===== src/rtl/bqf_stim_gen_if.sv =====
// Sample stream from the stimulus generator into the biquad Xin port.
interface bqf_stim_gen_if #(
    parameter int unsigned W     = 32,
    parameter int unsigned CNT_W = 16
) ();
    logic [W-1:0]     x_out;
    logic             x_valid;
    logic             x_ready;
    logic [CNT_W-1:0] idx;

    modport master (output x_out, output x_valid, output idx, input x_ready);
    modport slave  (input x_out, input x_valid, input idx, output x_ready);
endinterface


===== src/rtl/bqf_stim_gen.sv =====
// Length-limited test-stimulus source (impulse/step/ramp/noise) for the biquad Xin input.
module bqf_stim_gen #(
    parameter int unsigned W     = 32,
    parameter int unsigned CNT_W = 16
) (
    input  logic             clk,
    input  logic             clr,
    input  logic             start,
    input  logic             stop,
    input  logic [1:0]       mode,
    input  logic [W-1:0]     amp,
    input  logic [CNT_W-1:0] len,
    output logic             busy,
    output logic             done,
    bqf_stim_gen_if.master   xs
);

    localparam logic [31:0] NOISE_TAPS = 32'h8020_0003;

    typedef enum logic {S_IDLE, S_RUN} state_t;
    typedef enum logic [1:0] {M_IMPULSE, M_STEP, M_RAMP, M_NOISE} mode_t;

    state_t           state_q, state_d;
    mode_t            mode_q, mode_d;
    logic [W-1:0]     amp_q, amp_d;
    logic [CNT_W-1:0] len_q, len_d;
    logic [CNT_W-1:0] idx_q, idx_d;
    logic [W-1:0]     x_out_q, x_out_d;
    logic [W-1:0]     acc_q, acc_d;
    logic [31:0]      lfsr_q, lfsr_d;
    logic             done_q, done_d;

    logic [31:0]      seed_c;
    logic [31:0]      lfsr_nxt_c;

    // One step of the Galois noise register.
    function automatic logic [31:0] lfsr_next(input logic [31:0] q);
        return (q >> 1) ^ (q[0] ? NOISE_TAPS : 32'h0);
    endfunction

    // A zero seed would lock the noise register, so it is replaced by 1.
    assign seed_c     = (amp == '0) ? 32'd1 : 32'(amp);
    assign lfsr_nxt_c = lfsr_next(lfsr_q);

    // State and datapath registers.
    always_ff @(posedge clk or negedge clr) begin
        if (!clr) begin
            state_q <= S_IDLE;
            mode_q  <= M_IMPULSE;
            amp_q   <= '0;
            len_q   <= '0;
            idx_q   <= '0;
            x_out_q <= '0;
            acc_q   <= '0;
            lfsr_q  <= 32'd1;
            done_q  <= 1'b0;
        end else begin
            state_q <= state_d;
            mode_q  <= mode_d;
            amp_q   <= amp_d;
            len_q   <= len_d;
            idx_q   <= idx_d;
            x_out_q <= x_out_d;
            acc_q   <= acc_d;
            lfsr_q  <= lfsr_d;
            done_q  <= done_d;
        end
    end

    // Next-state: burst capture, sample advance on transfer, abort and completion.
    always_comb begin
        state_d = state_q;
        mode_d  = mode_q;
        amp_d   = amp_q;
        len_d   = len_q;
        idx_d   = idx_q;
        x_out_d = x_out_q;
        acc_d   = acc_q;
        lfsr_d  = lfsr_q;
        done_d  = 1'b0;

        unique case (state_q)
            S_IDLE: begin
                if (start) begin
                    if (len == '0) begin
                        done_d = 1'b1;
                    end else begin
                        state_d = S_RUN;
                        mode_d  = mode_t'(mode);
                        amp_d   = amp;
                        len_d   = len;
                        idx_d   = '0;
                        acc_d   = '0;
                        lfsr_d  = seed_c;
                        unique case (mode_t'(mode))
                            M_IMPULSE: x_out_d = amp;
                            M_STEP:    x_out_d = amp;
                            M_RAMP:    x_out_d = '0;
                            M_NOISE:   x_out_d = W'(seed_c);
                            default:   x_out_d = '0;
                        endcase
                    end
                end
            end
            S_RUN: begin
                // x_valid is high throughout RUN, so x_ready alone marks a transfer.
                if (stop) begin
                    state_d = S_IDLE;
                end else if (xs.x_ready) begin
                    if (idx_q == len_q - CNT_W'(1)) begin
                        state_d = S_IDLE;
                        done_d  = 1'b1;
                    end else begin
                        idx_d  = idx_q + CNT_W'(1);
                        acc_d  = acc_q + amp_q;
                        lfsr_d = lfsr_nxt_c;
                        unique case (mode_q)
                            M_IMPULSE: x_out_d = '0;
                            M_STEP:    x_out_d = amp_q;
                            M_RAMP:    x_out_d = acc_q + amp_q;
                            M_NOISE:   x_out_d = W'(lfsr_nxt_c);
                            default:   x_out_d = '0;
                        endcase
                    end
                end
            end
            default: state_d = S_IDLE;
        endcase
    end

    // Outputs come straight from flops; valid and busy are the RUN state itself.
    assign xs.x_out   = x_out_q;
    assign xs.x_valid = (state_q == S_RUN);
    assign xs.idx     = idx_q;
    assign busy       = (state_q == S_RUN);
    assign done       = done_q;

endmodule


===== src/flat_wrapper.sv =====
// flat-port wrapper written by rule: the top's interface ports become plain ports
module bqf_stim_gen_flat 
#(
    parameter int unsigned W     = 32,
    parameter int unsigned CNT_W = 16
)
  (clk, clr, start, stop, mode, amp, len, busy, done, xs_x_out, xs_x_valid, xs_idx, xs_x_ready);
  bqf_stim_gen_if #(.W(W), .CNT_W(CNT_W)) xs_i ();
  input  logic clk;
  input  logic clr;
  input  logic start;
  input  logic stop;
  input  logic [1:0] mode;
  input  logic [W-1:0] amp;
  input  logic [CNT_W-1:0] len;
  output logic busy;
  output logic done;
  output wire logic [$bits(xs_i.x_out)-1:0] xs_x_out;
  output wire logic [$bits(xs_i.x_valid)-1:0] xs_x_valid;
  output wire logic [$bits(xs_i.idx)-1:0] xs_idx;
  input wire logic [$bits(xs_i.x_ready)-1:0] xs_x_ready;
  assign xs_x_out = xs_i.x_out;
  assign xs_x_valid = xs_i.x_valid;
  assign xs_idx = xs_i.idx;
  assign xs_i.x_ready = xs_x_ready;
  bqf_stim_gen #(.W(W), .CNT_W(CNT_W)) u_core (.clk(clk), .clr(clr), .start(start), .stop(stop), .mode(mode), .amp(amp), .len(len), .busy(busy), .done(done), .xs(xs_i));
endmodule

===== config.mk =====
export PLATFORM = sky130hd
export DESIGN_NAME = bqf_stim_gen_flat
export DESIGN_NICKNAME = d
export VERILOG_FILES = /design/src/rtl/bqf_stim_gen_if.sv /design/src/rtl/bqf_stim_gen.sv /design/src/flat_wrapper.sv
export SDC_FILE = /design/constraint.sdc
export NUM_CORES = 1
export LEC_CHECK = 0
export CORE_MARGIN = 1
export CORE_UTILIZATION = 55
export DETAILED_ROUTE_END_ITERATION = 7
export GPL_TIMING_DRIVEN = 0
export PLACE_DENSITY = 0.82
export SLEW_MARGIN = 20
export SYNTH_ARGS = -nofsm -noshare
export SYNTH_HDL_FRONTEND = slang
export SYNTH_SLANG_ARGS = --single-unit

===== constraint.sdc =====
create_clock -name clk -period 3.45 [get_ports clk]
set_input_delay 0.69 -clock clk [delete_from_list [all_inputs] [get_ports clk]]
set_output_delay 0.69 -clock clk [all_outputs]
set_load 0.005 [all_outputs]

==> impl_metrics.ini, run 1 <==
[synth]
synth.yosys.warnings = 0
synth-compound-area-share_pct = 18.72
synthesized_area_sq_mm = 0.01026
synth-edff-count = 0
muxShareOfSynthArea_pct = 5.720
syn_nets = 1302
synth_area_per_cell_sq_um = 8.458
yosys_register_bits = 164
yosys.area.top_type_share_pct = 39.76
ys_async_sr_fraction_pct = 100.0
synthFlopType = sky130_fd_sc_hd__dfrtp_1
postSynthCellCount = 1213
synth.distinct_cells = 71
synth_fa_ha_area_share_pct = 4.220
synthTopCellsByArea = sky130_fd_sc_hd__dfrtp_1 40%, sky130_fd_sc_hd__nand2_1 9.3%, sky130_fd_sc_hd__mux2i_1 5.2%
synth-seq-area-share_pct = 40.01
synthSimpleGateAreaFrac_pct = 22.15
synth_top_family_by_area = simple AND/OR/NAND/NOR gates
synthDominantAreaCellType = sky130_fd_sc_hd__dfrtp_1
synth_xor_xnor_area_share_pct = 4.780

[final_layout]
final_core_utilization_pct = 68.00
flow.area_growth_from_synthesis_pct = 20.28
multi_input_gate_area_in_the_final_layout_sq_mm = 0.005758
mostFrequentLayoutCells = 253 x sky130_fd_sc_hd__nand2_1, 163 x sky130_fd_sc_hd__dfrtp_1, 104 x sky130_fd_sc_hd__clkdlybuf4s50_1, 102 x sky130_fd_sc_hd__nor2_1, 87 x sky130_fd_sc_hd__a21oi_1
drive_above_1_share_pct = 7.153
antenna_cells = 0
leading_cell_type_in_the_layout_fill_and_taps_excluded = sky130_fd_sc_hd__nand2_1
final.fill_count = 1441
finalNetCount = 1432
ff_latch_area_sq_mm = 0.004105

[sta]
max_clock_freq_ghz = 0.2904
worst_slew_pin_tran_ns = 1.017
timing.final.crit_share_pct = 99.81
worst_slew_margin_rel_pct = 32.22
fin_skew_ns = 0.01327
rsz0062_at_grt = false
setup_violators_final = 0
final_hold_violation_count = 0
min_period_ns = 3.444
number_of_pins_exceeding_their_max_slew_limit_in_the_final_report = 0

[clock_tree]
cts-hold-fix-buffers = 0
path_clk_slew_ns = 0.07
cts_made_buffers = 17
clk_root_buffer_cell = sky130_fd_sc_hd__clkbuf_16
number_of_levels_the_h_tree_was_split_into = 4
clock_tree_from_tritoncts = yes
clock_sinks = 164
cts_buffer_depth = 2
insertion_delay_ns = 0.45

[global_routing]
grt_max_degree = 95
grt_pass1_vias = 9706
grt_use_total_pct = 36.07
wire_length_of_the_first_global_routing_pass_mm = 53.32
antenna_found_initial = 0
overflow = 0

[place]
globalplace.congestion = 0.9471
place_hpwl_mm = 24.02
portBuffers = 105

[critical_path]
critical_path_peak_fanout = 10
cp_slowest_cell = sky130_fd_sc_hd__nor4_1
worstSetupEndpointType = flip-flop
r2r_cells = 9
reg2reg_to = u_core.xs.x_out[15]$_DFFE_PN0P_
worst_setup_path_start_kind = input pin
worst-setup-path-type = input pin to flip-flop
list_of_cells_traversed_by_the_critical_path = clkdlybuf4s50_1 > nor4_1 > nand4_1 > o21ai_0 > a21oi_1 > clkbuf_1 > a221o_1
reg2reg_from = u_core.amp_q[1]$_DFFE_PN0P_
timing.critical_path.slowest_cell_delay_ns = 0.63
arrival_ns = 3.78
worst-endpoint-required_ns = 3.79
r2r_setup_slack_ns = 0.15

[die]
design.core.area_sq_mm = 0.01815
fp.dieArea_sq_mm = 0.01920
floorplan.io_pins = 106
floorplan.initialDensity_pct = 56.54
std_cell_rows = 49
dieWidth_um = 138.6
fp.dieH_um = 138.6

[power]
power.share.switching_pct = 39.75
sequentialPowerShare_pct = 34.4
max-vdd-ir-drop_mv = 0.4607
power_w = 0.008135
power.switching_w = 0.003233
power.share.combinational_pct = 40.3
power.density_mw_per_mm2 = 659.2
p_leak_nw = 5.484
pwr-share-clk_pct = 25.3
internal_power_of_the_cells_w = 0.004902

[drt]
drt_iter0_markers = 1194
drc = 20
post_drt_wl_per_cell_um = 21.56
drt_first_pass_iters = 8
avgViaCountPerCell = 6.433
routed_wl_mm = 34.17
route.vias.total = 10200
ant_nets = 0

[min_path]
timing.hold.worst.class = input pin to asynchronous set/reset pin

[status]
status = finished, violations left
violations = DRC

[flow_run]
max-cap-violations = 0
==> worst max-delay path by stage <==
stage | cells after the start | endpoint | from | slack (ns)
after global routing | 11 | u_core.xs.x_out[15]$_DFFE_PN0P_ | u_core.len_q[0]$_DFFE_PN0P_ | 0.002
after CTS | 11 | u_core.xs.x_out[26]$_DFFE_PN0P_ | u_core.amp_q[0]$_DFFE_PN0P_ | 0.04
after floorplan | 10 | u_core.xs.x_out[28]$_DFFE_PN0P_ | u_core.amp_q[0]$_DFFE_PN0P_ | 0.57
final | 7 | u_core.xs.x_out[22]$_DFFE_PN0P_ | amp[7] | 0.006
after detailed placement | 7 | u_core.xs.x_out[15]$_DFFE_PN0P_ | amp[7] | -0.28
after global placement | 1 | u_core.len_q[10]$_DFFE_PN0P_ | clr | -5.18
==> Yosys cell counts (8+ instances only) <==
library cell / instances
sky130_fd_sc_hd__nor4_1: 14
sky130_fd_sc_hd__nor3_1: 20
sky130_fd_sc_hd__nand3_1: 22
sky130_fd_sc_hd__clkbuf_1: 59
sky130_fd_sc_hd__nand2b_1: 14
sky130_fd_sc_hd__mux2i_1: 53
sky130_fd_sc_hd__nand4_1: 17
sky130_fd_sc_hd__a221o_1: 20
sky130_fd_sc_hd__a21oi_1: 87
sky130_fd_sc_hd__a31oi_1: 16
sky130_fd_sc_hd__nor2b_1: 8
sky130_fd_sc_hd__dfrtp_1: 163
sky130_fd_sc_hd__nand2_1: 253
sky130_fd_sc_hd__buf_2: 13
sky130_fd_sc_hd__and3_1: 20
sky130_fd_sc_hd__a22oi_1: 14
sky130_fd_sc_hd__inv_1: 19
sky130_fd_sc_hd__xor2_1: 24
sky130_fd_sc_hd__o21ai_0: 70
sky130_fd_sc_hd__a31o_2: 12
sky130_fd_sc_hd__xnor2_1: 32
sky130_fd_sc_hd__ha_1: 33
sky130_fd_sc_hd__nor2_1: 102
sky130_fd_sc_hd__o211ai_1: 8
sky130_fd_sc_hd__a21o_1: 8
==> sequential cells by signal, indices dropped and copies added (netlist names) <==
name and count:
u_core.busy 1, u_core.lfsr_q 32, u_core.acc_q 32, u_core.done 1
u_core.mode_q 2, u_core.xs.idx 16, u_core.xs.x_out 32, u_core.amp_q 32
u_core.len_q 16
==> logic make-up (layout without fill, tap and decap cells) <==
family          after synthesis  count (layout)
buf+inv                     102             245
xor+xnor                     56              56
mux                          58              58
compound gates              296             296
fa+ha+maj                    34              34
flops                       164             164
simple gates                503             503
==> routing by layer <==
metal | vias to the layer above | global-route usage (%) | part of all wire (%)
met5 | - | 0 | 0
met4 | 0 | 18.51 | 4.7
met3 | 122 | 6.872 | 10
met2 | 642 | 55.38 | 44
met1 | 4844 | 48.81 | 41
li1 | 4589 | - | -
==> per-stage QoR <==
stage,hold slack (ns),std cells,cell area (sq um),setup TNS (ns),setup WS [ns]
after floorplan,0.3944,1213,10260,0,0.5694
after global placement,0.4808,1547,11600,-851.77,-5.179
after detailed placement,0.4840,1548,11630,-7.056,-0.2751
after CTS,0.2264,1582,12280,0,0.04408
after global routing,0.2517,1585,12340,0,0.002025
final,0.1986,1585,12340,0,0.006464
==> area by class of cell <==
type                    count  area share (%)
multi-input cells         947           46.66
flip-flops and latches    164           33.27
repair buffers            111           9.084
clock buffers              17           3.447
plain buffers              83           3.102
well taps                 229           2.322
clock inverters            15           1.541
inverters                  19          0.5779
==> power groups by stage <==
stage | clock [W] | combinational, W | sequential, W
finish | 0.00206 | 0.00327 | 0.00280
global route | 0.00213 | 0.00356 | 0.00285
CTS | 0.00205 | 0.00319 | 0.00278
detailed placement | 0 | 0.00315 | 0.00280
global placement | 0 | 0.00308 | 0.00279
floorplan | 0 | 0.00214 | 0.00270
==> critical path: cells and delay by family <==
kind	cells	cell delay [ns]
AND/OR/NAND/NOR	2	0.97
buffers and inverters	2	0.96
AO/OA/AOI/OAI	3	1.15
==> timing repair <==
item / in CTS / in global routing
buffers inserted: 2 / 3
gates cloned: 0 / 0
endpoints found under the setup margin: 18 / 61
endpoints found under the hold margin: 0 / 0
pin swaps: 1 / 1
gates resized for setup: 3 / 7
Power figures use the tool's default switching activity.
==> run 2: changes to the inputs <==
--- a/config.mk
+++ b/config.mk
@@ -5,11 +5,13 @@
 export SDC_FILE = /design/constraint.sdc
 export NUM_CORES = 1
 export LEC_CHECK = 0
+export CELL_PAD_IN_SITES_DETAIL_PLACEMENT = 0
+export CELL_PAD_IN_SITES_GLOBAL_PLACEMENT = 1
 export CORE_MARGIN = 1
-export CORE_UTILIZATION = 55
+export CORE_UTILIZATION = 44
 export DETAILED_ROUTE_END_ITERATION = 7
 export GPL_TIMING_DRIVEN = 0
-export PLACE_DENSITY = 0.82
+export PLACE_DENSITY = 0.85
 export SLEW_MARGIN = 20
 export SYNTH_ARGS = -nofsm -noshare
 export SYNTH_HDL_FRONTEND = slang
==> impl_metrics.ini, run 2 (synthesis results as in run 1) <==
[sta]
setup_ws_ns = 0.08420
setup_violators_final = 0
number_of_pins_exceeding_their_max_slew_limit_in_the_final_report = 0
fin_tns_setup_ns = 0
fin_skew_ns = 0.01968
timing.final.crit_share_pct = 97.56
max_clock_freq_ghz = 0.2971
worst_slew_pin_tran_ns = 0.9754
final_hold_violation_count = 0
worst_slew_margin_rel_pct = 34.98
rsz0062_at_grt = true
min_period_ns = 3.366

[place]
place_hpwl_mm = 25.81
globalplace.congestion = 0.9475
post-place-ws_ns = -0.2918
portBuffers = 105
post-place-cells = 1632

[drt]
drt_first_pass_iters = 8
routed.top_layer = met4
route.vias.total = 9939
routed_length_on_met1_mm = 16.21
ant_nets = 0
post_drt_wl_per_cell_um = 21.61
routed_wl_mm = 36.02
avgViaCountPerCell = 5.962
dr_wl_met2_mm = 16.40
drt_iter0_markers = 1101
drc = 0
detailroute.wirelength.met3_mm = 2.558

[die]
design.core.area_sq_mm = 0.02278
fp.dieH_um = 154.7
fp.dieArea_sq_mm = 0.02393
floorplan.io_pins = 106
floorplan.initialDensity_pct = 45.04
dieWidth_um = 154.7
std_cell_rows = 55

[power]
p_leak_nw = 5.446
power.share.switching_pct = 40.39
power_w = 0.008003
max-vdd-ir-drop_mv = 0.3367
power.share.combinational_pct = 40.8
power.density_mw_per_mm2 = 645.3
power.switching_w = 0.003232
pwr-share-clk_pct = 24.2
sequentialPowerShare_pct = 35.0
internal_power_of_the_cells_w = 0.004771

[flow_run]
max-cap-violations = 0

[critical_path]
cp_slowest_cell = sky130_fd_sc_hd__dfrtp_1
worstSetupEndpointType = flip-flop
list_of_cells_traversed_by_the_critical_path = inv_1 > ha_1 > or3b_1 > o21ai_0 > nand4_1 > or4_4 > nor3_4 > nor2_1 > nor2_2 > clkbuf_4 > a221o_1
worst_setup_path_start_kind = flip-flop
worst-endpoint-required_ns = 3.84
critPathTopFamily = simple AND/OR/NAND/NOR gates
critical_path_peak_fanout = 10
worst-setup-path-type = flip-flop to flip-flop
arrival_ns = 3.75
timing.critical_path.slowest_cell_delay_ns = 0.47
timing.critical_path.buf_inv = 2

[final_layout]
final.fill_count = 2125
drive_above_1_share_pct = 7.164
finalNonFillerCells = 1667
antenna_cells = 0
leading_cell_type_in_the_layout_fill_and_taps_excluded = sky130_fd_sc_hd__nand2_1
mostFrequentLayoutCells = 253 x sky130_fd_sc_hd__nand2_1, 163 x sky130_fd_sc_hd__dfrtp_1, 104 x sky130_fd_sc_hd__clkdlybuf4s50_1, 102 x sky130_fd_sc_hd__nor2_1, 87 x sky130_fd_sc_hd__a21oi_1
flow.area_growth_from_synthesis_pct = 20.89
finalNetCount = 1430

[global_routing]
grt_pass1_vias = 9630
wire_length_of_the_first_global_routing_pass_mm = 55.59
antenna_found_initial = 0
overflow = 0
grt_max_degree = 93
grt_use_total_pct = 30.79

[clock_tree]
path_clk_slew_ns = 0.08
cts_made_buffers = 17
cts-hold-fix-buffers = 0
cts_buffer_depth = 2
clk_root_buffer_cell = sky130_fd_sc_hd__clkbuf_16
number_of_levels_the_h_tree_was_split_into = 4
clock_sinks = 164
insertion_delay_ns = 0.46
clock_tree_from_tritoncts = yes

[min_path]
timing.hold.worst.class = input pin to asynchronous set/reset pin

[status]
status = complete, no violations
run 2: changes by cell type in the layout (fill, tap and decap cells not counted), sizes merged:
cell / previous run / this run
inv: 27 / 26
bufinv: 3 / 1
buf: 30 / 28
clkinvlp: 0 / 4
clkinv: 4 / 2
clkbuf: 77 / 78
run 2: final timing paths:
| kind | startpoint | to | slack (ns) | cells past startpoint |
|---|---|---|---|---|
| worst max-delay path | u_core.len_q[0]$_DFFE_PN0P_ | u_core.xs.x_out[22]$_DFFE_PN0P_ | 0.08 | 11 |
| worst min-delay path | clr | u_core.amp_q[18]$_DFFE_PN0P_ | 0.20 | 1 |
| worst max register to register | u_core.len_q[0]$_DFFE_PN0P_ | u_core.xs.x_out[22]$_DFFE_PN0P_ | 0.08 | 11 |
| worst min register to register | u_core.len_q[15]$_DFFE_PN0P_ | u_core.len_q[15]$_DFFE_PN0P_ | 0.50 | 2 |
| max in group asynchronous | clr | u_core.amp_q[30]$_DFFE_PN0P_ | 2.34 | 2 |
| min in group clk | u_core.len_q[15]$_DFFE_PN0P_ | u_core.len_q[15]$_DFFE_PN0P_ | 0.50 | 2 |
run 2: cell type report:
cell class                      count  area (sq um)  share of cell area (%)
Buffer                             83         386.6                   3.117
Clock buffer                       18         439.2                   3.541
Clock inverter                     14         138.9                   1.120
Inverter                           19         71.32                  0.5750
Multi-Input combinational cell    947          5764                   46.47
Sequential cell                   164          4105                   33.10
Tap cell                          313         391.6                   3.157
Timing Repair Buffer              109          1106                   8.918
run 2: what timing repair did:
item,CTS,global route
cloned,0,0
gates resized for setup,4,13
hold endpoints to repair,0,0
pin swaps,1,1
buffers inserted,1,2
setup endpoints to repair,74,121
run 2: per-stage QoR:
step                      util [%]  instance area (sq um)  hold slack [ns]
after floorplan                  -                  10260           0.3944
after global placement       51.38                  11700           0.4817
after detailed placement     51.52                  11740           0.4844
after CTS                    54.19                  12340           0.2292
after global routing         54.45                  12400           0.2607
final                        54.45                  12400           0.2014
run 2: metal layers:
layer	vias up	GRT usage, %
met2	392	48.27
met5	-	0
met4	0	9.854
li1	4574	-
met3	58	5.548
met1	4915	43.04
run 2: power by group through the flow:
stage	sequential (W)	combinational, W	clock (W)
2_1_floorplan	0.00270	0.00214	0
3_3_place_gp	0.00281	0.00314	0
3_5_place_dp	0.00282	0.00318	0
4_1_cts	0.00279	0.00321	0.00195
5_1_grt	0.00286	0.00357	0.00203
6_report	0.00280	0.00327	0.00194
run 2: worst register-to-register path, stage by stage (launching register included):
cell,delay (ns)
sky130_fd_sc_hd__dfrtp_1,0.47
sky130_fd_sc_hd__inv_1,0.11
sky130_fd_sc_hd__ha_1,0.22
sky130_fd_sc_hd__or3b_1,0.41
sky130_fd_sc_hd__o21ai_0,0.19
sky130_fd_sc_hd__nand4_1,0.15
sky130_fd_sc_hd__or4_4,0.46
sky130_fd_sc_hd__nor3_4,0.32
sky130_fd_sc_hd__nor2_1,0.18
sky130_fd_sc_hd__nor2_2,0.26
sky130_fd_sc_hd__clkbuf_4,0.35
sky130_fd_sc_hd__a221o_1,0.19
